$ cat src/rtl/serial_compare_ctrl.sv
// Purpose  : bit-serial equality compare of two WIDTH-bit operands, MSB first, one bit per clock,
//            reporting whether they differ and the index of the highest differing bit.
// Latency  : WIDTH-k clocks accept->done_valid (k = highest differing bit, EARLY_EXIT=1),
//            WIDTH clocks for equal operands or EARLY_EXIT=0.
// Backpres.: start_ready only in IDLE (no queueing). The result is held in DONE until done_ready.
// Ports    : clk/rst_n (async active-low); start_valid/start_ready/a/b operand handshake;
//            done_valid/done_ready/diff/first_idx result handshake; busy = SCAN or DONE.
module serial_compare_ctrl #(
    parameter int WIDTH      = 6,
    parameter bit EARLY_EXIT = 1'b1,
    localparam int IDXW      = $clog2(WIDTH)
) (
    input  logic             clk,
    input  logic             rst_n,
    input  logic             start_valid,
    output logic             start_ready,
    input  logic [WIDTH-1:0] a,
    input  logic [WIDTH-1:0] b,
    output logic             done_valid,
    input  logic             done_ready,
    output logic             diff,
    output logic [IDXW-1:0]  first_idx,
    output logic             busy
);

    typedef enum logic [1:0] {
        IDLE = 2'd0,
        SCAN = 2'd1,
        DONE = 2'd2
    } state_t;

    localparam logic [IDXW-1:0] LAST_IDX = IDXW'(WIDTH - 1);

    state_t            r_state;
    state_t            w_next_state;
    logic [WIDTH-1:0]  r_a;
    logic [WIDTH-1:0]  r_b;
    logic [IDXW-1:0]   r_idx;
    logic              r_mis;      // a mismatch has been seen in this scan
    logic [IDXW-1:0]   r_hit_idx;  // index of the highest mismatch seen in this scan
    logic              r_diff;
    logic [IDXW-1:0]   r_first_idx;

    logic              w_accept;
    logic              w_bit_ne;
    logic              w_scan_end;

    // The single shared 1-bit compare stage.
    assign w_bit_ne   = r_a[r_idx] ^ r_b[r_idx];
    assign w_accept   = (r_state == IDLE) && start_valid;
    // idx==0 ends the scan, so the decrement never wraps.
    assign w_scan_end = (EARLY_EXIT && w_bit_ne) || (r_idx == '0);

    always_ff @(posedge clk or negedge rst_n) begin
        if (!rst_n) begin
            r_state <= IDLE;
        end else begin
            r_state <= w_next_state;
        end
    end

    always_comb begin
        w_next_state = r_state;
        case (r_state)
            IDLE:    if (start_valid) w_next_state = SCAN;
            SCAN:    if (w_scan_end)  w_next_state = DONE;
            DONE:    if (done_ready)  w_next_state = IDLE;
            default: w_next_state = IDLE;
        endcase
    end

    always_ff @(posedge clk or negedge rst_n) begin
        if (!rst_n) begin
            r_a         <= '0;
            r_b         <= '0;
            r_idx       <= '0;
            r_mis       <= 1'b0;
            r_hit_idx   <= '0;
            r_diff      <= 1'b0;
            r_first_idx <= '0;
        end else if (w_accept) begin
            r_a       <= a;
            r_b       <= b;
            r_idx     <= LAST_IDX;
            r_mis     <= 1'b0;
            r_hit_idx <= '0;
        end else if (r_state == SCAN) begin
            // Scanning MSB first: only the first mismatch recorded is the highest one.
            if (w_bit_ne && !r_mis) begin
                r_mis     <= 1'b1;
                r_hit_idx <= r_idx;
            end
            if (w_scan_end) begin
                // Published outputs change only here, so they keep the previous
                // result throughout IDLE and the next scan.
                r_diff <= r_mis | w_bit_ne;
                if (r_mis) begin
                    r_first_idx <= r_hit_idx;
                end else if (w_bit_ne) begin
                    r_first_idx <= r_idx;
                end else begin
                    r_first_idx <= '0;
                end
            end else begin
                r_idx <= r_idx - 1'b1;
            end
        end
    end

    assign start_ready = (r_state == IDLE);
    assign done_valid  = (r_state == DONE);
    assign busy        = (r_state != IDLE);
    assign diff        = r_diff;
    assign first_idx   = r_first_idx;

endmodule

$ cat config.mk
export PLATFORM = sky130hd
export DESIGN_NAME = serial_compare_ctrl
export DESIGN_NICKNAME = d
export VERILOG_FILES = /design/src/rtl/serial_compare_ctrl.sv
export SDC_FILE = /design/constraint.sdc
export NUM_CORES = 1
export LEC_CHECK = 0
export ABC_AREA = 0
export BUFFER_PORTS_ARGS = -buffer_cell sky130_fd_sc_hd__buf_2
export CAP_MARGIN = 30
export CELL_PAD_IN_SITES_DETAIL_PLACEMENT = 0
export CELL_PAD_IN_SITES_GLOBAL_PLACEMENT = 1
export CORE_MARGIN = 2
export CORE_UTILIZATION = 45
export CTS_BUF_LIST = sky130_fd_sc_hd__clkbuf_4 sky130_fd_sc_hd__clkbuf_8
export CTS_CLUSTER_DIAMETER = 100
export DETAILED_ROUTE_END_ITERATION = 8
export GPL_TIMING_DRIVEN = 0
export PLACE_DENSITY = 0.88
export SLEW_MARGIN = 5
export SYNTH_ARGS = -nofsm -noshare
export SYNTH_HDL_FRONTEND = slang
export SYNTH_SLANG_ARGS = --single-unit
export TNS_END_PERCENT = 20
$ cat constraint.sdc
create_clock -name clk -period 2.39 [get_ports clk]
set_input_delay 0.3585 -clock clk [delete_from_list [all_inputs] [get_ports clk]]
set_output_delay 0.3585 -clock clk [all_outputs]
set_load 0.03 [all_outputs]
Yosys cells after proc, flatten, opt, wreduce, memory -nomap -nowiden
Index checks and enable logic that the tools add are counted.
{"block": "word_totals", "wordCells": 51, "ff_bits": 25, "output_inout_bits": 7, "input_bits": 16}
{"block": "op_classes", "n_reduce_logical": 13, "add_sub_neg": 1, "n_lt_le_gt_ge": 1, "mux": 19, "eq_ne": 6, "bitwise": 3}
{"op": "$mux W3", "n": 8}
{"op": "$bmux W1 S3", "n": 2}
{"op": "$mux W2", "n": 3}
{"op": "$ne A2 B2 Y1 const B", "n": 3}
{"op": "$pmux W2 S3", "n": 1}
{"op": "$reduce_and A3 Y1", "n": 2}
{"op": "$reduce_bool A2 Y1", "n": 3}
{"op": "$mux W1", "n": 5}
{"op": "$lt A3 B4 Y1 const B", "n": 1}
{"op": "$reduce_and A2 Y1", "n": 2}
{"op": "$logic_not A3 Y1", "n": 1}
{"op": "$sub A3 B1 Y3 const B", "n": 1}
{"op": "$eq A2 B1 Y1 const B", "n": 1}
{"op": "$eq A2 B2 Y1 const B", "n": 1}
{"op": "$logic_and A1 B1 Y1", "n": 2}
{"op": "$logic_not A2 Y1", "n": 1}
{"op": "$ne A2 B1 Y1 const B", "n": 1}
{"op": "$logic_not A1 Y1", "n": 1}
{"op": "$logic_or A1 B1 Y1", "n": 1}
{"op": "$not A1 Y1", "n": 1}
{"op": "$or A1 B1 Y1", "n": 1}
{"op": "$xor A1 B1 Y1", "n": 1}

Longest topological paths before layout
Gate-level depths: netlist of run 1.
{"block": "logic_depth", "depth_word": 7, "mapped_depth": 7, "depth_no_buf": 5}

Worst setup path after synthesis of run 1
No wires, ideal clock.
{"block": "synth_path", "path_type": "register -> register", "start": "register r_idx[0]", "end": "register r_diff, in the netlist diff", "n_path_buf": 1, "arrival_ps": 1946, "slack_ps": 319, "t_required_ps": 2265, "setup_ps": 125, "period_less_slack_ps": 2071, "path_stages_with_launch": 7, "path_cell_list": "dfrtp_1 > buf_6 > mux4_2 > nor2b_4 > o31a_1 > o21ai_2 > mux2_2"}
{"block": "synth_via", "elab_chain_len": 5, "word_cells_on_any_way": 9, "classes_between": "mux: 4; bitwise: 2; reduce/logical: 3"}
{"item": "from (decl)", "line": "38", "text": "logic [IDXW-1:0] r_idx;"}
{"item": "from (signal assigned)", "line": "105", "text": "r_idx <= r_idx - 1'b1;"}
{"item": "$bmux W1 S3", "line": "49", "text": "assign w_bit_ne = r_a[r_idx] ^ r_b[r_idx];"}
{"item": "$mux W1 (not written as such)", "line": "49"}
{"item": "$xor A1 B1 Y1", "line": "49"}
{"item": "$logic_or A1 B1 Y1", "line": "52", "text": "assign w_scan_end = (EARLY_EXIT && w_bit_ne) || (r_idx == '0);"}
{"item": "$reduce_and A3 Y1 (no line)"}
{"item": "to (signal assigned)", "line": "96", "text": "r_diff <= r_mis | w_bit_ne;"}
{"item": "to (decl)", "line": "41", "text": "logic r_diff;"}
Several ways; a longest one is shown, not always the timed one. The select of a mux whose other input is x is not followed.
A chain may end at the register's enable or synchronous reset.

Worst setup path after layout of run 1
{"block": "layout_path", "start": "register r_idx[0]", "end": "register r_first_idx[0], in the netlist first_idx[0]"}
{"block": "layout_via", "elab_chain_len": 5, "word_cells_on_any_way": 10, "classes_between": "mux: 6; bitwise: 1; reduce/logical: 3"}
{"item": "$bmux W1 S3", "line": "49"}
{"item": "$mux W1 (not written as such)", "line": "49"}
{"item": "$xor A1 B1 Y1", "line": "49"}
{"item": "$mux W3 or $logic_or A1 B1 Y1 (tied branches)", "line": "99, 52"}
{"item": "$mux W3 or $reduce_and A3 Y1 (tied branches)"}
{"item": "to (signal assigned)", "line": "98", "text": "r_first_idx <= r_hit_idx;"}
{"item": "to (signal assigned)", "line": "100", "text": "r_first_idx <= r_idx;"}
{"item": "to (decl)", "line": "42", "text": "logic [IDXW-1:0] r_first_idx;"}
Several ways; a longest one is shown, not always the timed one. The select of a mux whose other input is x is not followed.

==> metrics.md, run 1 <==
| Metric | Value |
|---|---|
| Max rail drop VDD | 725 uV |
| H-tree Lvls | 1 |
| Post-synth net total | about 130 |
| Initial antenna violation count | 0 |
| Max Freq | around 0.45 GHz |
| Register area | approximately 630 sq um |
| Max_cap viols | 0 |
| Req. time, crit path | between 2 and 3 ns |
| Post-CTS sizing | 0 |
| Final hold viol count | 0 |
| Placed insts | between 150 and 200 |
| FF-to-FF setup slack | roughly 0.18 ns |
| Average wire per standard cell | between 10 and 15 um |
| Cells after synthesis | between 100 and 150 |
| Total grt overflow | 0 |
| Element type at the critical path start | flop |
| Status | finished clean |
| Leakage | just under 0.7 nW |
| Area of the multi-input gates | ~590 sq um |
| RR Startpoint | r_idx[0]$_DFFE_PN0P_ |
| Initial Utilization | roughly 47% |
| Post-Route WL | between 2000 and 2500 um |
| Pins over their slew limit | 0 |
| Post-DRT Antenna Nets | 0 |
| Vias | between 800 and 900 |
| Crit. Startpoint | r_idx[0]$_DFFE_PN0P_ |
| Largest net degree at the start of global routing | 26 |
| Crit end category | flop |
| Skew-Pair Late Insertion Delay | between 0.3 and 0.4 ns |
| DRC Markers | 0 |
| Post-CTS Setup Bufs | 0 |
| Core Area | between 2000 and 3000 sq um |
| Total power | roughly 0.002 W |
| Worst Max-Slew Pin Slew | 0.534 ns |
| Post-synthesis sequential area ratio | around 49% |
| Slew HR | between 60 and 70% |
| DRT Pass-1 Iters | 4 |
| Reg2reg end | first_idx[0]$_DFFE_PN0P_ |
| CTS sink count | 25 |
| Power per cell area | 1420 nW/um^2 |
| Critical path class | reg -> reg |
| Detailed Place HPWL | approximately 1600 um |
| Site row count | 19 |
| DIE WIDTH | about 57 um |
| Io pins | 23 |
| Die Area | 3250 sq um |
| CTS root buf | clkbuf_4 |
| 1st-iter DRT viols | 12 |
| Vias/cell | just over 5 |
| Clock slew at reported path FFs | about 0.13 ns |
| Hold buffers post-CTS | 0 |
| Yosys cell types | 31 |
| Synth Cell Area | 1260 sq um |
| Most common cell after layout, fill and taps aside | dfrtp_1 |
| FILL cells | about 260 |
| Clock Tree Buf Depth | 2 |
| FF+latch count, synth | 25 |
| RSZ-0062 raised after global routing | false |
| Worst hold-check path type | in -> async |
| P&R area growth vs syn | 14.1% |
| Clock buffer count from CTS | 3 |
| Port bufs | 22 |
| Yosys warnings | 0 |
| First-pass GRT wire length | around 3600 um |
| Die H | around 57 um |
| # setup viols final | 0 |
| Ant. Diodes | 0 |
| Final setup TNS | 0 ns |
| Fin crit share | around 93% |
| R2R depth | 6 |
| Gp weighted congestion | about 0.77 |
| Fin area | 1440 sq um |
| Clock Skew | approximately 0.0022 ns |
| Final Critical Period | around 2.2 ns |
| Nets@finish | 154 |
| Non-filler cells, final | 166 |
| Max FO, Critical Path | 9 |
| CP arrival | 2.43 ns |
| Most frequent cells in the layout | dfrtp_1 (25), buf_2 (23), mux2_2 (16), nand2_1 (12), mux2i_1 (6) |
| Total track usage | between 10% and 20% |
| CTS tree | yes |
| CP Capture Point | first_idx[0]$_DFFE_PN0P_ |
| Fraction of layout cells with a size suffix above 1 | between 30% and 40% |
| Post-Syn Area per Cell | around 12 sq um |
| Vias in the first global route | 832 |
| Cell Area, Placed | ~1400 sq um |
through the flow:
step	util (%)	setup WS (ns)	hold WS [ns]
global route	53.3	0.0190	0.0354
global placement	52.2	0.205	0.364
detailed placement	52.2	0.190	0.373
CTS	53.3	0.163	0.00506
finish	53.3	0.177	0.0000758
floorplan	-	0.319	0.0629
critical path: stages (launching register included):
cell and delay [ns]:
dfrtp_1 0.37, buf_6 0.13, mux4_2 0.55, nor2b_4 0.15, o31a_1 0.28, o21ai_2 0.27, mux2_2 0.37
power by group:
| part | total (W) | switching, W | internal [W] |
|---|---|---|---|
| Combinational | 0.00114 | 0.000615 | 0.000528 |
| Clock | 0.000190 | 0.000126 | 0.0000639 |
| Sequential | 0.000715 | 0.000100 | 0.000615 |
layout make-up:
cell class	count	share of cell area, %
plain buffers	6	2.17
clock inverters	1	0.520
repair buffers	22	7.63
flip-flops and latches	25	43.3
well taps	31	2.69
inverters	5	1.30
multi-input cells	73	40.8
clock buffers	3	1.56
registers in the layout, indices dropped and copies added, names as in the netlist:
register   count
diff           1
first_idx      3
r_a            6
r_b            6
r_hit_idx      3
r_idx          3
r_mis          1
r_state        2
synthesized netlist by cell type:
library cell	instances	area (sq um)
a21oi_1	2	10.0
a22oi_1	1	7.51
buf_2	1	5.00
buf_6	1	11.3
clkbuf_1	4	15.0
dfrtp_1	25	626
ha_1	2	25.0
inv_1	5	18.8
mux2_2	16	180
mux2i_1	6	60.1
mux4_2	2	45.0
nand2_1	12	45.0
nand2b_1	4	25.0
nand3_1	1	5.00
nor2_1	2	7.51
nor2b_1	1	6.26
nor2b_4	1	13.8
nor3_1	4	20.0
nor4b_1	1	8.76
nor4bb_1	1	10.0
o21ai_0	4	20.0
o21ai_2	1	8.76
o221ai_1	1	8.76
o22ai_1	1	6.26
o31a_1	1	8.76
o31ai_1	2	15.0
or2_2	1	6.26
or2b_1	1	7.51
or3_1	2	12.5
xnor2_1	2	17.5
xor2_1	1	8.76
worst min-delay path by stage:
stage	endpoint	slack (ns)	cells past startpoint
4_1_cts	diff$_DFFE_PN0P_	0.005	1
3_3_place_gp	r_state[1]$_DFFE_PN0P_	0.36	1
6_report	r_state[0]$_DFFE_PN0P_	0.00008	1
5_1_grt	r_state[0]$_DFFE_PN0P_	0.04	1
2_1_floorplan	diff$_DFFE_PN0P_	0.06	0
3_5_place_dp	r_state[1]$_DFFE_PN0P_	0.37	1
cells by family (layout without fill, tap and decap cells):
| logic type | Yosys count | count (layout) | synth area share (%) |
|---|---|---|---|
| and+or+nand+nor | 31 | 31 | 13.3 |
| DFF | 25 | 25 | 49.5 |
| muxes | 24 | 24 | 22.6 |
| AOI/OAI and AO/OA | 13 | 13 | 6.73 |
| buffers and inverters | 11 | 37 | 3.96 |
| xor gates and xnor gates | 3 | 3 | 2.08 |
| adders and majority gates | 2 | 2 | 1.98 |
layer usage:
metal  vias to the layer above  wire (um)  share of wire [%]  GRT usage (%)
met4                         0         26                1.3           3.99
met1                       393        954                 47           17.8
li1                        429          -                  -              -
met5                         -          0                  0              0
met3                         5        125                6.1           2.27
met2                        23        927                 46           24.0
Note: power is estimated with default switching activity, not from simulation.
==> inputs of run 2 (changes only) <==
--- a/config.mk
+++ b/config.mk
@@ -5,7 +5,6 @@
 export SDC_FILE = /design/constraint.sdc
 export NUM_CORES = 1
 export LEC_CHECK = 0
-export ABC_AREA = 0
 export BUFFER_PORTS_ARGS = -buffer_cell sky130_fd_sc_hd__buf_2
 export CAP_MARGIN = 30
 export CELL_PAD_IN_SITES_DETAIL_PLACEMENT = 0
==> constraint.sdc (replaced) <==
create_clock -name clk -period 2.1 [get_ports clk]
set_input_delay 0.315 -clock clk [delete_from_list [all_inputs] [get_ports clk]]
set_output_delay 0.315 -clock clk [all_outputs]
set_load 0.03 [all_outputs]
==> run 2 against run 1 <==
The run now ends with negative setup slack left. First-iteration DRC count down 17%. Routed wire length up 2.1%. Combinational power up 25%. Setup slack worse by 0.24 ns. Global-route usage about the same. Maximum frequency up 2.1%. Critical path type unchanged. Largest cell class unchanged. Largest power group unchanged.
==> metrics.md, run 2 (synthesized netlist as in run 1, its figures left out) <==
| Metric | Value |
|---|---|
| Status | finished, violations left |
| Violated checks | negative setup slack |
| Site row count | 19 |
| Power per cell area | about 1600 nW/um^2 |
| Clock buffer count from CTS | 3 |
| Average wire per standard cell | around 12 um |
| Fin util | around 55% |
| Die H | 57.0 um |
| # setup viols final | 6 |
| Req. time, crit path | ~2.3 ns |
| Max Freq | approximately 0.46 GHz |
| Most common cell after layout, fill and taps aside | dfrtp_1 |
| Crit. Startpoint | r_idx[0]$_DFFE_PN0P_ |
| Final Critical Period | 2.17 ns |
| Worst setup margin | -0.0678 ns |
| Clock slew at reported path FFs | 0.14 ns |
| Max FO, Critical Path | 8 |
| CTS tree | yes |
| Pins over their slew limit | 0 |
| DIE WIDTH | around 57 um |
| Clock Skew | 0.00303 ns |
| Initial Utilization | 46.7% |
| Register area | around 630 sq um |
| Worst Max-Slew Pin Slew | around 0.54 ns |
| Detailed Place HPWL | between 1500 and 2000 um |
| Non-filler cells, final | 169 |
| Total grt overflow | 0 |
| CTS root buf | clkbuf_4 |
| Largest net degree at the start of global routing | 26 |
| Ant. Diodes | 0 |
| CP arrival | about 2.4 ns |
| Fin crit share | 103% |
| Post-DRT Antenna Nets | 0 |
| RSZ-0062 raised after global routing | true |
| Element type at the critical path start | flop |
| Area of the multi-input gates | between 600 and 700 sq um |
| Clock Tree Buf Depth | 2 |
| DRT Pass-1 Iters | 4 |
| FILL cells | between 200 and 300 |
| Post-Route WL | roughly 2100 um |
| Io pins | 23 |
| CTS sink count | 25 |
| Fraction of layout cells with a size suffix above 1 | 39.9% |
| Nets@finish | approximately 160 |
| H-tree Lvls | 1 |
| 1st-iter DRT viols | 10 |
| Slew HR | between 60% and 70% |
| Most frequent cells in the layout | dfrtp_1 (25), buf_2 (23), mux2_2 (16), nand2_1 (12), mux2i_1 (6) |
| DRC Markers | 0 |
| Place WS | -0.100 ns |
| Final setup TNS | -0.384 ns |
| Skew-Pair Late Insertion Delay | about 0.31 ns |
| Die Area | 3250 sq um |
| R2R depth | 6 |
| Leakage | ~0.71 nW |
| P&R area growth vs syn | 18.6% |
| RR Startpoint | r_idx[0]$_DFFE_PN0P_ |
| First-pass GRT wire length | about 3600 um |
| Total power | roughly 0.0025 W |
| Initial antenna violation count | 0 |
| CP Capture Point | first_idx[0]$_DFFE_PN0P_ |
| Final hold viol count | 0 |
| Max_cap viols | 0 |
| Port bufs | 22 |
| Reg2reg end | first_idx[0]$_DFFE_PN0P_ |
| Placed insts | roughly 160 |
| Vias | just under 900 |
| FF-to-FF setup slack | -0.07 ns |
| Vias in the first global route | between 800 and 900 |
| Max rail drop VDD | slightly above 800 uV |
| Total track usage | 13.8% |
| Biggest regs | r_a (6), r_b (6) |
| Vias/cell | 5.14 |
| Gp weighted congestion | 0.769 |
| Core Area | roughly 2700 sq um |
| Worst hold-check path type | in -> reg |
| Critical path class | reg -> reg |
| Crit end category | flop |
[run 2: metal layers]
layer / track usage (%) / share of wire [%] / vias to the layer above
li1: - / - / 433
met4: 3.99 / 0.39 / 0
met2: 24.5 / 48 / 18
met1: 17.4 / 47 / 415
met3: 2.27 / 4.8 / 2
met5: 0 / 0 / -
[run 2: report_power, final]
group	switching, W	internal (W)
Combinational	0.000761	0.000671
Sequential	0.000115	0.000700
Clock	0.000143	0.0000726
[run 2: repair_timing]
action                     4_1_cts  5_1_grt
buffers inserted                 0        2
hold endpoints to repair        25        0
hold buffers                     1        0
gates resized for setup          5        4
setup endpoints to repair       10       11
pin swaps                        2        0
cloned                           0        0
[run 2: how the worst min path moves through the flow]
stage,start,endpoint,slack (ns),cells past startpoint
final,done_ready,r_state[1]$_DFFE_PN0P_,0.17,2
after floorplan,rst_n,diff$_DFFE_PN0P_,0.02,0
after global routing,done_ready,r_state[1]$_DFFE_PN0P_,0.19,2
after detailed placement,rst_n,r_state[1]$_DFFE_PN0P_,0.33,1
after CTS,done_ready,r_state[1]$_DFFE_PN0P_,0.16,2
after global placement,rst_n,r_state[1]$_DFFE_PN0P_,0.32,1
[run 2: cell type report]
| cell class | instances | share of cell area (%) |
|---|---|---|
| Buffer | 6 | 2.59 |
| Clock buffer | 3 | 1.50 |
| Clock inverter | 1 | 0.500 |
| Inverter | 5 | 1.25 |
| Multi-Input combinational cell | 73 | 40.9 |
| Sequential cell | 25 | 41.7 |
| Tap cell | 31 | 2.59 |
| Timing Repair Buffer | 25 | 9.01 |
[run 2: stage by stage]
| stage | area, sq um | hold slack [ns] |
|---|---|---|
| after floorplan | 1260 | 0.0194 |
| after global placement | 1410 | 0.321 |
| after detailed placement | 1410 | 0.330 |
| after CTS | 1480 | 0.156 |
| after global routing | 1500 | 0.186 |
| final | 1500 | 0.171 |
[run 2: critical path: stages (launching register included)]
cell and delay (ns):
dfrtp_1 0.37, buf_6 0.13, mux4_2 0.56, nor2b_4 0.15
o31a_1 0.30, o21ai_4 0.20, mux2_2 0.35
